--- src/rtl/secded_codec_pipe.sv ---
// secded_codec_pipe: two-stage pipelined SECDED encoder/decoder with valid/ready handshake and saturating error counters
module secded_codec_pipe #(
    parameter int DATA_W = 64,
    parameter int CNT_W = 16,
    localparam int R = $clog2(DATA_W + $clog2(DATA_W + 1) + 1),
    localparam int CW = DATA_W + R + 1
) (
    input  logic             CLK,
    input  logic             RST,
    input  logic             IN_VALID,
    output logic             IN_READY,
    input  logic             MODE,
    input  logic [CW-1:0]    IN,
    output logic             OUT_VALID,
    input  logic             OUT_READY,
    output logic [CW-1:0]    OUT,
    output logic             SE,
    output logic             DE,
    input  logic             CNT_CLR,
    output logic [CNT_W-1:0] CE_CNT,
    output logic [CNT_W-1:0] UE_CNT
);
    localparam int N = DATA_W + R;

    logic              s1_valid, s1_mode, s1_adv, hs;
    logic [CW-1:0]     s1_in, res;
    logic              res_se, res_de, p_err, in_range;
    logic [DATA_W-1:0] d;
    logic [R-1:0]      c, s;

    // data bits occupy the non-power-of-two positions 1..N in ascending order
    function automatic logic [R-1:0] check(input logic [DATA_W-1:0] x);
        logic [R-1:0] y;
        int j;
        y = '0;
        j = 0;
        for (int p = 1; p <= N; p++)
            if ((p & (p - 1)) != 0) begin
                for (int i = 0; i < R; i++)
                    if (p[i]) y[i] = y[i] ^ x[j];
                j++;
            end
        return y;
    endfunction

    function automatic logic [DATA_W-1:0] fix(input logic [DATA_W-1:0] x, input logic [R-1:0] syn);
        logic [DATA_W-1:0] y;
        int j;
        y = x;
        j = 0;
        for (int p = 1; p <= N; p++)
            if ((p & (p - 1)) != 0) begin
                if (p == int'(syn)) y[j] = ~y[j];
                j++;
            end
        return y;
    endfunction

    always_comb begin
        d = s1_in[DATA_W-1:0];
        c = check(d);
        s = c ^ s1_in[N-1:DATA_W];
        p_err = ^s1_in;
        in_range = int'(s) <= N;
        res_se = s1_mode && p_err && in_range;
        res_de = s1_mode && (p_err ? !in_range : s != '0);
        res = s1_mode ? {p_err, s, p_err ? fix(d, s) : d} : {^{c, d}, c, d};
    end

    assign s1_adv = !OUT_VALID || OUT_READY;
    assign IN_READY = !RST && (!s1_valid || s1_adv);
    assign hs = OUT_VALID && OUT_READY;

    always_ff @(posedge CLK)
        if (RST) begin
            s1_valid <= 1'b0;
            s1_mode <= 1'b0;
            s1_in <= '0;
            OUT_VALID <= 1'b0;
            OUT <= '0;
            SE <= 1'b0;
            DE <= 1'b0;
        end else begin
            if (IN_READY) begin
                s1_valid <= IN_VALID;
                s1_mode <= MODE;
                s1_in <= IN;
            end
            if (s1_adv) begin
                OUT_VALID <= s1_valid;
                if (s1_valid) begin
                    OUT <= res;
                    SE <= res_se;
                    DE <= res_de;
                end
            end
        end

    always_ff @(posedge CLK)
        if (RST || CNT_CLR) begin
            CE_CNT <= '0;
            UE_CNT <= '0;
        end else if (hs) begin
            if (SE && !(&CE_CNT)) CE_CNT <= CE_CNT + 1'b1;
            if (DE && !(&UE_CNT)) UE_CNT <= UE_CNT + 1'b1;
        end
endmodule

--- config.mk ---
export PLATFORM = sky130hd
export DESIGN_NAME = secded_codec_pipe
export DESIGN_NICKNAME = d
export VERILOG_FILES = /design/src/rtl/secded_codec_pipe.sv
export SDC_FILE = /design/constraint.sdc
export NUM_CORES = 1
export LEC_CHECK = 0
export BUFFER_PORTS_ARGS = -buffer_cell sky130_fd_sc_hd__buf_2
export CAP_MARGIN = 20
export CORE_MARGIN = 4
export CORE_UTILIZATION = 62
export CTS_BUF_LIST = sky130_fd_sc_hd__clkbuf_2 sky130_fd_sc_hd__clkbuf_4 sky130_fd_sc_hd__clkbuf_8
export DETAILED_ROUTE_END_ITERATION = 6
export HOLD_SLACK_MARGIN = 0.05
export PLACE_DENSITY = 0.9
export RECOVER_POWER = 25
export SLEW_MARGIN = 15
export SYNTH_ARGS = -nofsm -noshare
export SYNTH_HDL_FRONTEND = slang
export SYNTH_SLANG_ARGS = --single-unit
--- constraint.sdc ---
create_clock -name CLK -period 9.2 [get_ports CLK]
set_input_delay 0 -clock CLK [delete_from_list [all_inputs] [get_ports CLK]]
set_output_delay 0 -clock CLK [all_outputs]
set_load 0.02 [all_outputs]
* After elaboration in Yosys (flattened, before gate mapping) *
Index checks and enable logic that the tools add are counted.

word-level totals
  register bits after elaboration = 181

operators by class
  $add $sub $neg = 2
  magnitude comparators = 1
  equality and inequality tests = 64
  mux-type cells = 67
  bitwise operators = 263
  reduce and logical (&&, ||, !) cells = 24

operator list
  operator                                                              count
  7-bit equality test, first input constant                             38
  1-bit bitwise XOR                                                     198
  64-bit 2-to-1 mux                                                     2
  6-bit by 7-bit equality test with 1-bit output, first input constant  15
  72-bit 2-to-1 mux                                                     1
  72-bit parity                                                         1
  71-bit parity                                                         1
  1-bit NOT                                                             64
  63-bit 2-to-1 mux                                                     1
  62-bit 2-to-1 mux                                                     1
  61-bit 2-to-1 mux                                                     1
  60-bit 2-to-1 mux                                                     1
  59-bit 2-to-1 mux                                                     1
  58-bit 2-to-1 mux                                                     1
  57-bit 2-to-1 mux                                                     1
  56-bit 2-to-1 mux                                                     1
  55-bit 2-to-1 mux                                                     1
  54-bit 2-to-1 mux                                                     1
  53-bit 2-to-1 mux                                                     1
  52-bit 2-to-1 mux                                                     1
  51-bit 2-to-1 mux                                                     1
  50-bit 2-to-1 mux                                                     1
  5-bit by 7-bit equality test with 1-bit output, first input constant  7
  49-bit 2-to-1 mux                                                     1
  59 further kinds                                                      79

* Longest topological paths before layout *
Gate-level depths: netlist of the first run.

  depth in word-level cells = 102
  depth in mapped cells = 10
  depth with buffers taken out = 9

* Worst setup path before layout of the first run *
OpenSTA, ideal clock, no wires.

  path type = register to register
  start = reg s1_in[49]
  end = reg OUT[61]
  arrival = 2.957 ns
  required time = 9.109 ns
  slack = 6.152 ns
  stages on the path, launching flop included = 10
  buffers on the path = 1
  clock period less this slack = 3.048 ns
  cell sequence = dfxtp_1 -> xnor3_1 -> xnor3_2 -> xnor3_1 -> xor2_1 -> xnor3_2 -> nand4_2 -> buf_2 -> or3_1 -> a311oi_1

between the ends
  word-level cells in the longest chain between the ends = 15

ends and longest elaborated chain
  element                          RTL line  RTL
  from (decl)                      26        logic [CW-1:0] s1_in, res;
  from (signal assigned)           78        s1_in <= '0;
  from (signal assigned)           87        s1_in <= IN;
  1-bit bitwise XOR (8 in series)  40        if (p[i]) y[i] = y[i] ^ x[j];
  7-bit bitwise XOR                62        s = c ^ s1_in[N-1:DATA_W];
  7-bit equality test              53        if (p == int'(syn)) y[j] = ~y[j];
  62-bit 2-to-1 mux                53
  63-bit 2-to-1 mux                53
  64-bit 2-to-1 mux                53
  64-bit 2-to-1 mux *              67        res = s1_mode ? {p_err, s, p_err ? fix(d, s) : d} : {^{c, d}, c, d};
  72-bit 2-to-1 mux *              67
  to (signal assigned)             92        OUT <= res;
  to (decl)                        16        output logic [CW-1:0] OUT,

Every way passes the cells marked *; elsewhere a longest branch is shown, timed or not.
A chain may end at the register's enable or synchronous reset.

* Final worst setup path of the first run *
  start = reg s1_in[50]
  end = reg OUT[17]

between the ends
  word-level cells in the longest chain between the ends = 59

ends and longest elaborated chain
  element                                         RTL line
  1-bit bitwise XOR (8 in series)                 40
  7-bit bitwise XOR                               62
  6-bit by 7-bit equality test with 1-bit output  53
  18-bit 2-to-1 mux                               53
  19-bit 2-to-1 mux                               53
  20-bit 2-to-1 mux                               53
  21-bit 2-to-1 mux                               53
  22-bit 2-to-1 mux                               53
  [... 36 more ...]                               n/a
  59-bit 2-to-1 mux                               53
  60-bit 2-to-1 mux                               53
  61-bit 2-to-1 mux                               53
  62-bit 2-to-1 mux                               53
  63-bit 2-to-1 mux                               53
  64-bit 2-to-1 mux                               53
  64-bit 2-to-1 mux *                             67
  72-bit 2-to-1 mux *                             67

Marks and branches as above.

==> results of run 1 <==
synth_stat cells, types with 2 or more instances:
cell type / n
xnor3_1: 34
a311oi_1: 64
a21oi_1: 81
and2_1: 5
clkbuf_1: 65
xor3_1: 2
dfxtp_1: 181
mux2i_1: 2
o21ai_0: 70
xor2_1: 33
nor2_1: 108
nand4_1: 9
a211oi_1: 7
inv_1: 2
buf_1: 3
nand2_1: 172
nor3_1: 3
xnor3_2: 3
and4_1: 5
or3_1: 70
xnor2_1: 89
and3_1: 8
nor2b_1: 3
ha_1: 2
nand3_1: 25
kinds of logic (layout without fill, tap and decap cells):
group                    count (synthesis)  count (layout)
flip-flops                             181             181
AND/OR/NAND/NOR                        413             413
adder cells (fa/ha/maj)                  2               2
XOR/XNOR                               163             163
multiplexers                             2               2
buffers and inverters                   71             326
AO/OA/AOI/OAI                          227             227
state kept, by name (all words and copies together), names as in the netlist:
register,cells
OUT,72
s1_valid,1
UE_CNT,16
OUT_VALID,1
s1_mode,1
DE,1
s1_in,72
SE,1
CE_CNT,16
cells in the final DEF, fill, tap and decap left out, types with 2 or more instances in the layout:
cell type and count:
dfxtp_1 181, nand2_1 171, buf_2 112, nor2_1 108
dlygate4sd3_1 102, xnor2_1 89, a21oi_1 81, clkbuf_1 72
or3_1 70, o21ai_0 70, a311oi_1 64, xnor3_1 34
xor2_1 33, nand3_1 25, clkbuf_8 19, nand4_1 9
and3_1 8, a211oi_1 7, buf_4 6, and4_1 5
clkinv_4 5, and2_1 4, xnor3_2 3, nor3_1 3
clkinvlp_4 3, nor2b_1 2, xor3_1 2, inv_1 2
mux2i_1 2, ha_1 2, bufinv_16 2, inv_6 2
per-layer routing:
metal / vias up / track usage
met1: 4264 / 0.4302
met4: 0 / 0.1339
li1: 4191 / -
met2: 533 / 0.5693
met3: 102 / 0.08309
met5: - / 0
final cells by class:
type / count / area (um2) / share of cell area
well taps: 184 / 230.2 / 0.02002
inverters: 2 / 7.507 / 0.0006530
multi-input cells: 807 / 5329 / 0.4635
repair buffers: 292 / 1897 / 0.1650
clock inverters: 13 / 148.9 / 0.01295
flip-flops and latches: 181 / 3623 / 0.3152
clock buffers: 19 / 261.5 / 0.02274
where the power goes:
part	switching, W	internal, W
Clock	0.000302	0.000259
Sequential	0.0000539	0.000831
Combinational	0.000851	0.000581
worst max path at each step:
stage | to
detailed placement | OUT[21]
floorplan | OUT[61]
global placement | OUT[12]
CTS | OUT[19]
global route | OUT[17]
finish | OUT[17]
worst max-delay path, stage by stage (launching register included):
cell and delay, ps:
dfxtp_1 480, xnor3_1 370, xnor3_2 340, xnor3_1 480, xor2_1 190, xnor3_2 530, nand3_1 710, or3_1 630
a311oi_1 350
per-stage QoR:
step / setup slack (ps) / hold slack [ps] / util / power, W
3_5_place_dp: 5208 / 226.8 / 0.6988 / 0.002248
3_3_place_gp: 5325 / 227.8 / 0.6988 / 0.002232
4_1_cts: 5147 / 192.6 / 0.7973 / 0.002830
2_1_floorplan: 6152 / 120.7 / - / 0.001887
6_report: 5000 / 211.6 / 0.7911 / 0.002877
5_1_grt: 4873 / 252.0 / 0.7911 / 0.002984
==> run metrics, run 1 <==
status=finished clean; # Max-Cap Violations=0; clock root cell=clkbuf_8; worst-path maximum fanout=30; Vias/cell=just over 6; initial cell density of the core=0.6336; CTS max path bufs=2; final net count=approximately 1400; Antenna Nets Post-Route=0; Synth top area share=0.3935; post-DP HPWL=18270 um; remaining global-route overflow=0; dominant cells by area after synthesis=dfxtp_1, xnor2_1, xnor3_1; r2r endpoint=OUT[17]; number of global-route vias before repair=about 8500; LEAKAGE=4.558 nW; Clk Latency, worst-skew pair=470 ps; highest routed layer=met4; hold_sp=CNT_CLR; post-synth top area cell=dfxtp_1; Arr. time, crit path=4550 ps; core box area=between 10000 and 15000 um2; CTS tree=done; Slew @ Worst Pin=1019 ps; Post-synth EDFFs=0; largest net degree at the start of global routing=98; DR iter-0 viols=1353; Slew Limit Fails=0; Diodes inserted=0; Wirelength per Cell=19.56 um; Resized cells post-CTS=0; final hold vios=0; TritonCTS Buffers=17; total negative slack=0 ps; Non-Filler Instances=1498; fraction of the yosys area taken by sequential cells=0.3935; CP Class=reg2reg; area of the die=16870 um2; die height=129.9 um; reg-to-reg startpoint=s1_in[50]; global-route wire length before repair=44740 um; # fillers=a little under 1000; GRT Total Usage=0.3418; # setup viols final=0; Synthesized Nets=around 1100; DRC=0; # IOs=around 190; main combinational cell family by area after synthesis=XOR/XNOR gates; placed cells=1364; buffers added on ports=~190; Post-Synth Adder-Cell Area=0.002717; reg2reg setup slack=5000 ps; Worst Hold Class=in2reg; complex-gate fraction of the synthesized area=0.1537; Final Cycle Share=0.4565; fin area=between 10000 and 15000 um2; synthesized instance count=1059; syn_area_per_cell=8.696 um2; ys flop type=dfxtp_1; Clock Skews=21.38 ps; Layout area overhead=24.85%; asr flop ratio synth=0; Tmin final=4200 ps; Clock Pin Slew Worst Setup and Hold Paths=around 100 ps; share of post-route cells with drive strength above 1=0.1225; Hold Path Stages=3; CP endpoint kind=register; xor and xnor fraction of the mapped netlist area=0.2156; final RePlAce weighted congestion=a little under 1; setup bufs post-CTS=0; Synth Area in Simple Gates=0.2033; beginning of the critical path=s1_in[50]; Power Density=between 200 and 300 nW/um2; worst relative slew slack=0.3203; yosys warns=0; met3 WL=between 3000 and 4000 um; hold endpoint=UE_CNT[14]; die width=129.9 um; met2 wire length=14190 um; post-synthesis mux area share=0.002174; H-tree level count=4; Post-DP Area=10160 um2; cts hold-fix bufs=around 100; num rows=44; library cells used by synthesis=38; Worst VDD drop=0.0002560 V; via count=9090; number of synthesized register bits=181; Metal-1 WL=~11000 um; clk sinks=181; Achievable Freq=238.1 MHz; Critical Path RT=9550 ps; FF-to-FF path depth=8; critical path launch point type=register; Synth Cell Area=~9200 um2; RSZ-0062 raised after global routing=no; DR pass1 iterations=6; WL final=approximately 30000 um; antenna violations before repair=0
(Power assumes the default switching activity.)
==> run 2: changes to the inputs <==
- ABC_AREA: unset -> 1
- CORE_UTILIZATION: 62 -> 54
- PLACE_DENSITY: 0.9 -> 0.81
- clock period: 9.2 -> 3.65 ns (I/O delays scaled with it)
==> run 2 against run 1 <==
  * Final cell count rose by 66%
  * Via count rose by 50%
  * Die area rose by 41%
  * Critical path depth rose by 15
  * Count of clock-buffer cells in the layout fell by 2
  * Critical endpoint is now OUT[15]
==> run metrics, run 2 <==
DR iter-0 viols=1345 (was 1353); Achievable Freq=300.7 MHz (was 238.1 MHz); Synth top area share=0.3130 (was 0.3935); P_sw=0.002595 W (was 0.001206 W); die height=154.4 um (was 129.9 um); Hold WS=142.7 ps (was 211.6 ps); Crit path largest cell delay=570 ps (was 710 ps); Antenna Nets Post-Route=0 (unchanged); Arr. time, crit path=3720 ps (was 4550 ps); most frequent cells in the layout=nand2_1, dfxtp_1, inv_1 (was dfxtp_1, nand2_1, buf_2); register share of total power=0.370 (was 0.307); Commonest cells post-synth=nand2_1, dfxtp_1, inv_1 (was dfxtp_1, nand2_1, nor2_1); Synth Cell Area=11570 um2 (was 9209 um2); top flop regs=OUT x72, s1_in x72 (unchanged); Wirelength per Cell=16.73 um (was 19.56 um); dominant cells by area after synthesis=dfxtp_1, nand2_1, nand3_1 (was dfxtp_1, xnor2_1, xnor3_1); worst-path maximum fanout=28 (was 30); LEAKAGE=6.621 nW (was 4.558 nW); final RePlAce weighted congestion=1.029 (was 0.9776); Clock power frac=0.250 (was 0.195); Clock Pin Slew Worst Setup and Hold Paths=110 ps (was 100 ps); # setup viols final=0 (unchanged); Tmin final=3326 ps (was 4200 ps); Critical Path RT=4040 ps (was 9550 ps); hold_sp=RST (was CNT_CLR); TritonCTS Buffers=17 (unchanged); asr flop ratio synth=0 (unchanged); # Max-Cap Violations=0 (unchanged); sw frac=0.4368 (was 0.4193); Slew @ Worst Pin=913.8 ps (was 1019 ps); GRT Total Usage=0.3411 (was 0.3418); area of the die=23840 um2 (was 16870 um2); syn_area_per_cell=5.927 um2 (was 8.696 um2); WL final=41520 um (was 29300 um); Power Density=428.8 nW/um2 (was 250.2 nW/um2); crit-path cells=inv_2 > nand2_1 > nand2_1 > nand2_1 > nand2_2 > nand2_1 > nand2_1 > nand2_1 > nand2_1 > nand2_1 > nand2_1 > nand2_2 > nand2_1 > nand2_1 > nand2_2 > inv_2 > nand2_4 > nor2_8 > nand2_1 > nand2_1 > nand2_1 > o21ai_1 > inv_1 (was xnor3_1 > xnor3_2 > xnor3_1 > xor2_1 > xnor3_2 > nand3_1 > or3_1 > a311oi_1); FF-to-FF path depth=23 (was 8); library cells used by synthesis=40 (was 38); via count=13640 (was 9090); WP buf/inv=3 (was 0); CP Class=reg2reg (unchanged); share of post-route cells with drive strength above 1=0.1355 (was 0.1225); initial cell density of the core=0.5506 (was 0.6336); synthesized instance count=1953 (was 1059); clock root cell=clkbuf_8 (unchanged); ys flop type=dfxtp_1 (unchanged); Clock Skews=12.42 ps (was 21.38 ps); Hold Path Stages=3 (unchanged); CTS max path bufs=2 (unchanged); core box area=21020 um2 (was 14530 um2); Synthesized Nets=2033 (was 1139); global-route wire length before repair=65220 um (was 44740 um); count leader, synth=nand2_1 (was dfxtp_1); Clk Latency, worst-skew pair=490 ps (was 470 ps); antenna violations before repair=0 (unchanged); total negative slack=0 ps (unchanged); worst relative slew slack=0.3908 (was 0.3203); reg2reg setup slack=320 ps (was 5000 ps); Worst Hold Class=in2reg (unchanged); Worst VDD drop=0.0003103 V (was 0.0002560 V); Vias/cell=5.499 (was 6.068); r2r endpoint=OUT[15] (was OUT[17]); CP endpoint kind=register (unchanged); crit-path leading delay family=simple AND/OR/NAND/NOR gates (was XOR/XNOR gates); H-tree level count=4 (unchanged); Final Cycle Share=0.9112 (was 0.4565); final hold vios=0 (unchanged); clk sinks=181 (unchanged); yosys warns=0 (unchanged); post-synth top area cell=dfxtp_1 (unchanged); P_int=0.003346 W (was 0.001671 W); Post-synth EDFFs=0 (unchanged); final net count=2273 (was 1381); Layout Utilization=0.6591 (was 0.7911); fraction of the yosys area taken by sequential cells=0.3130 (was 0.3935); DR pass1 iterations=7 (was 6); number of synthesized register bits=181 (unchanged); Diodes inserted=0 (unchanged); critical path launch point type=register (unchanged); status=finished clean (unchanged); Resized cells post-CTS=0 (unchanged); buffers added on ports=185 (unchanged); Slew Limit Fails=0 (unchanged); number of global-route vias before repair=12420 (was 8531); RSZ-0062 raised after global routing=no (unchanged); Logic pwr share=0.380 (was 0.498); Tot Pwr=0.005941 W (was 0.002877 W); DRC=0 (unchanged); Worst path most repeated cell=nand2_1; remaining global-route overflow=0 (unchanged); reg-to-reg startpoint=s1_in[54] (was s1_in[50]); hold endpoint=SE (was UE_CNT[14]); commonest non-fill, non-tap cell in the layout=nand2_1 (was dfxtp_1); post-DP HPWL=30240 um (was 18270 um); # IOs=186 (unchanged); largest net degree at the start of global routing=112 (was 98); num rows=53 (was 44); die width=154.4 um (was 129.9 um); slowest stage cell, crit path=dfxtp_1 (was nand3_1); CTS tree=done (unchanged); Layout area overhead=19.71% (was 24.85%)
==> run 2: cell count changes after synthesis, moves of 34 or more <==
cell and change:
a21oi_1 +41, a311oi_1 -64, inv_1 +152, inv_2 +51
nand2_1 +601, nand2_2 +35, nand3_1 +123, o21ai_0 +64
or3_1 -70, xnor2_1 -72, xnor3_1 -34
==> run 2: final cells by class <==
type,count,area (um2)
Sequential cell,181,3623
Multi-Input combinational cell,1491,6825
Fill cell,1972,7166
Timing Repair Buffer,293,1853
Tap cell,275,344.1
Inverter,209,790.8
Clock inverter,15,185.2
Clock buffer,17,234.0
==> run 2: power groups by stage <==
stage	registers [W]	logic [W]	clock network, W
after floorplan	0.00227	0.00147	0
after global placement	0.00223	0.00210	0
after detailed placement	0.00223	0.00214	0
after CTS	0.00219	0.00221	0.00149
after global routing	0.00221	0.00248	0.00157
final	0.00220	0.00226	0.00148
==> run 2: cells by family (layout without fill, tap and decap cells) <==
logic type	Yosys count	after routing	synth area share
simple gates	1149	1149	0.4204
xor+xnor	38	38	0.03102
flops	181	181	0.3130
buf+inv	281	534	0.09815
fa+ha+maj	2	2	0.002162
compound gates	302	302	0.1352
==> run 2: stage by stage <==
step           setup slack [ps]  cells  area [um2]
6_report                  324.3   2481       13860
5_1_grt                   57.68   2481       13860
4_1_cts                   299.3   2477       13910
3_5_place_dp              321.2   2368       12720
3_3_place_gp              293.6   2368       12720
2_1_floorplan              1363   1953       11570
==> run 2: metal layers <==
metal  up-vias  share of wire  track usage
li1       6692              -            -
met1      6159           0.42       0.4456
met2       687           0.45       0.5674
met3       105          0.085      0.05092
met4         0          0.041       0.1362
met5         -              0            0
==> run 2: worst max-delay path by stage <==
stage,from,endpoint,slack [ps],cells after the start
after CTS,s1_in[54],OUT[31],300,21
after floorplan,s1_in[48],OUT[38],1360,24
after global routing,s1_in[19],OUT[44],60,21
after global placement,s1_in[54],OUT[31],290,21
after detailed placement,s1_in[54],OUT[31],320,21
final,s1_in[54],OUT[15],320,23
==> run 2: worst min-delay path, stage by stage <==
cell and delay [ps]:
buf_2 130, buf_4 300, a21oi_1 170
==> run 2: what timing repair did <==
action	CTS	global route
setup buffers	0	4
endpoints found under the hold margin	97	0
setup endpoints to repair	0	1
hold buffers	77	0
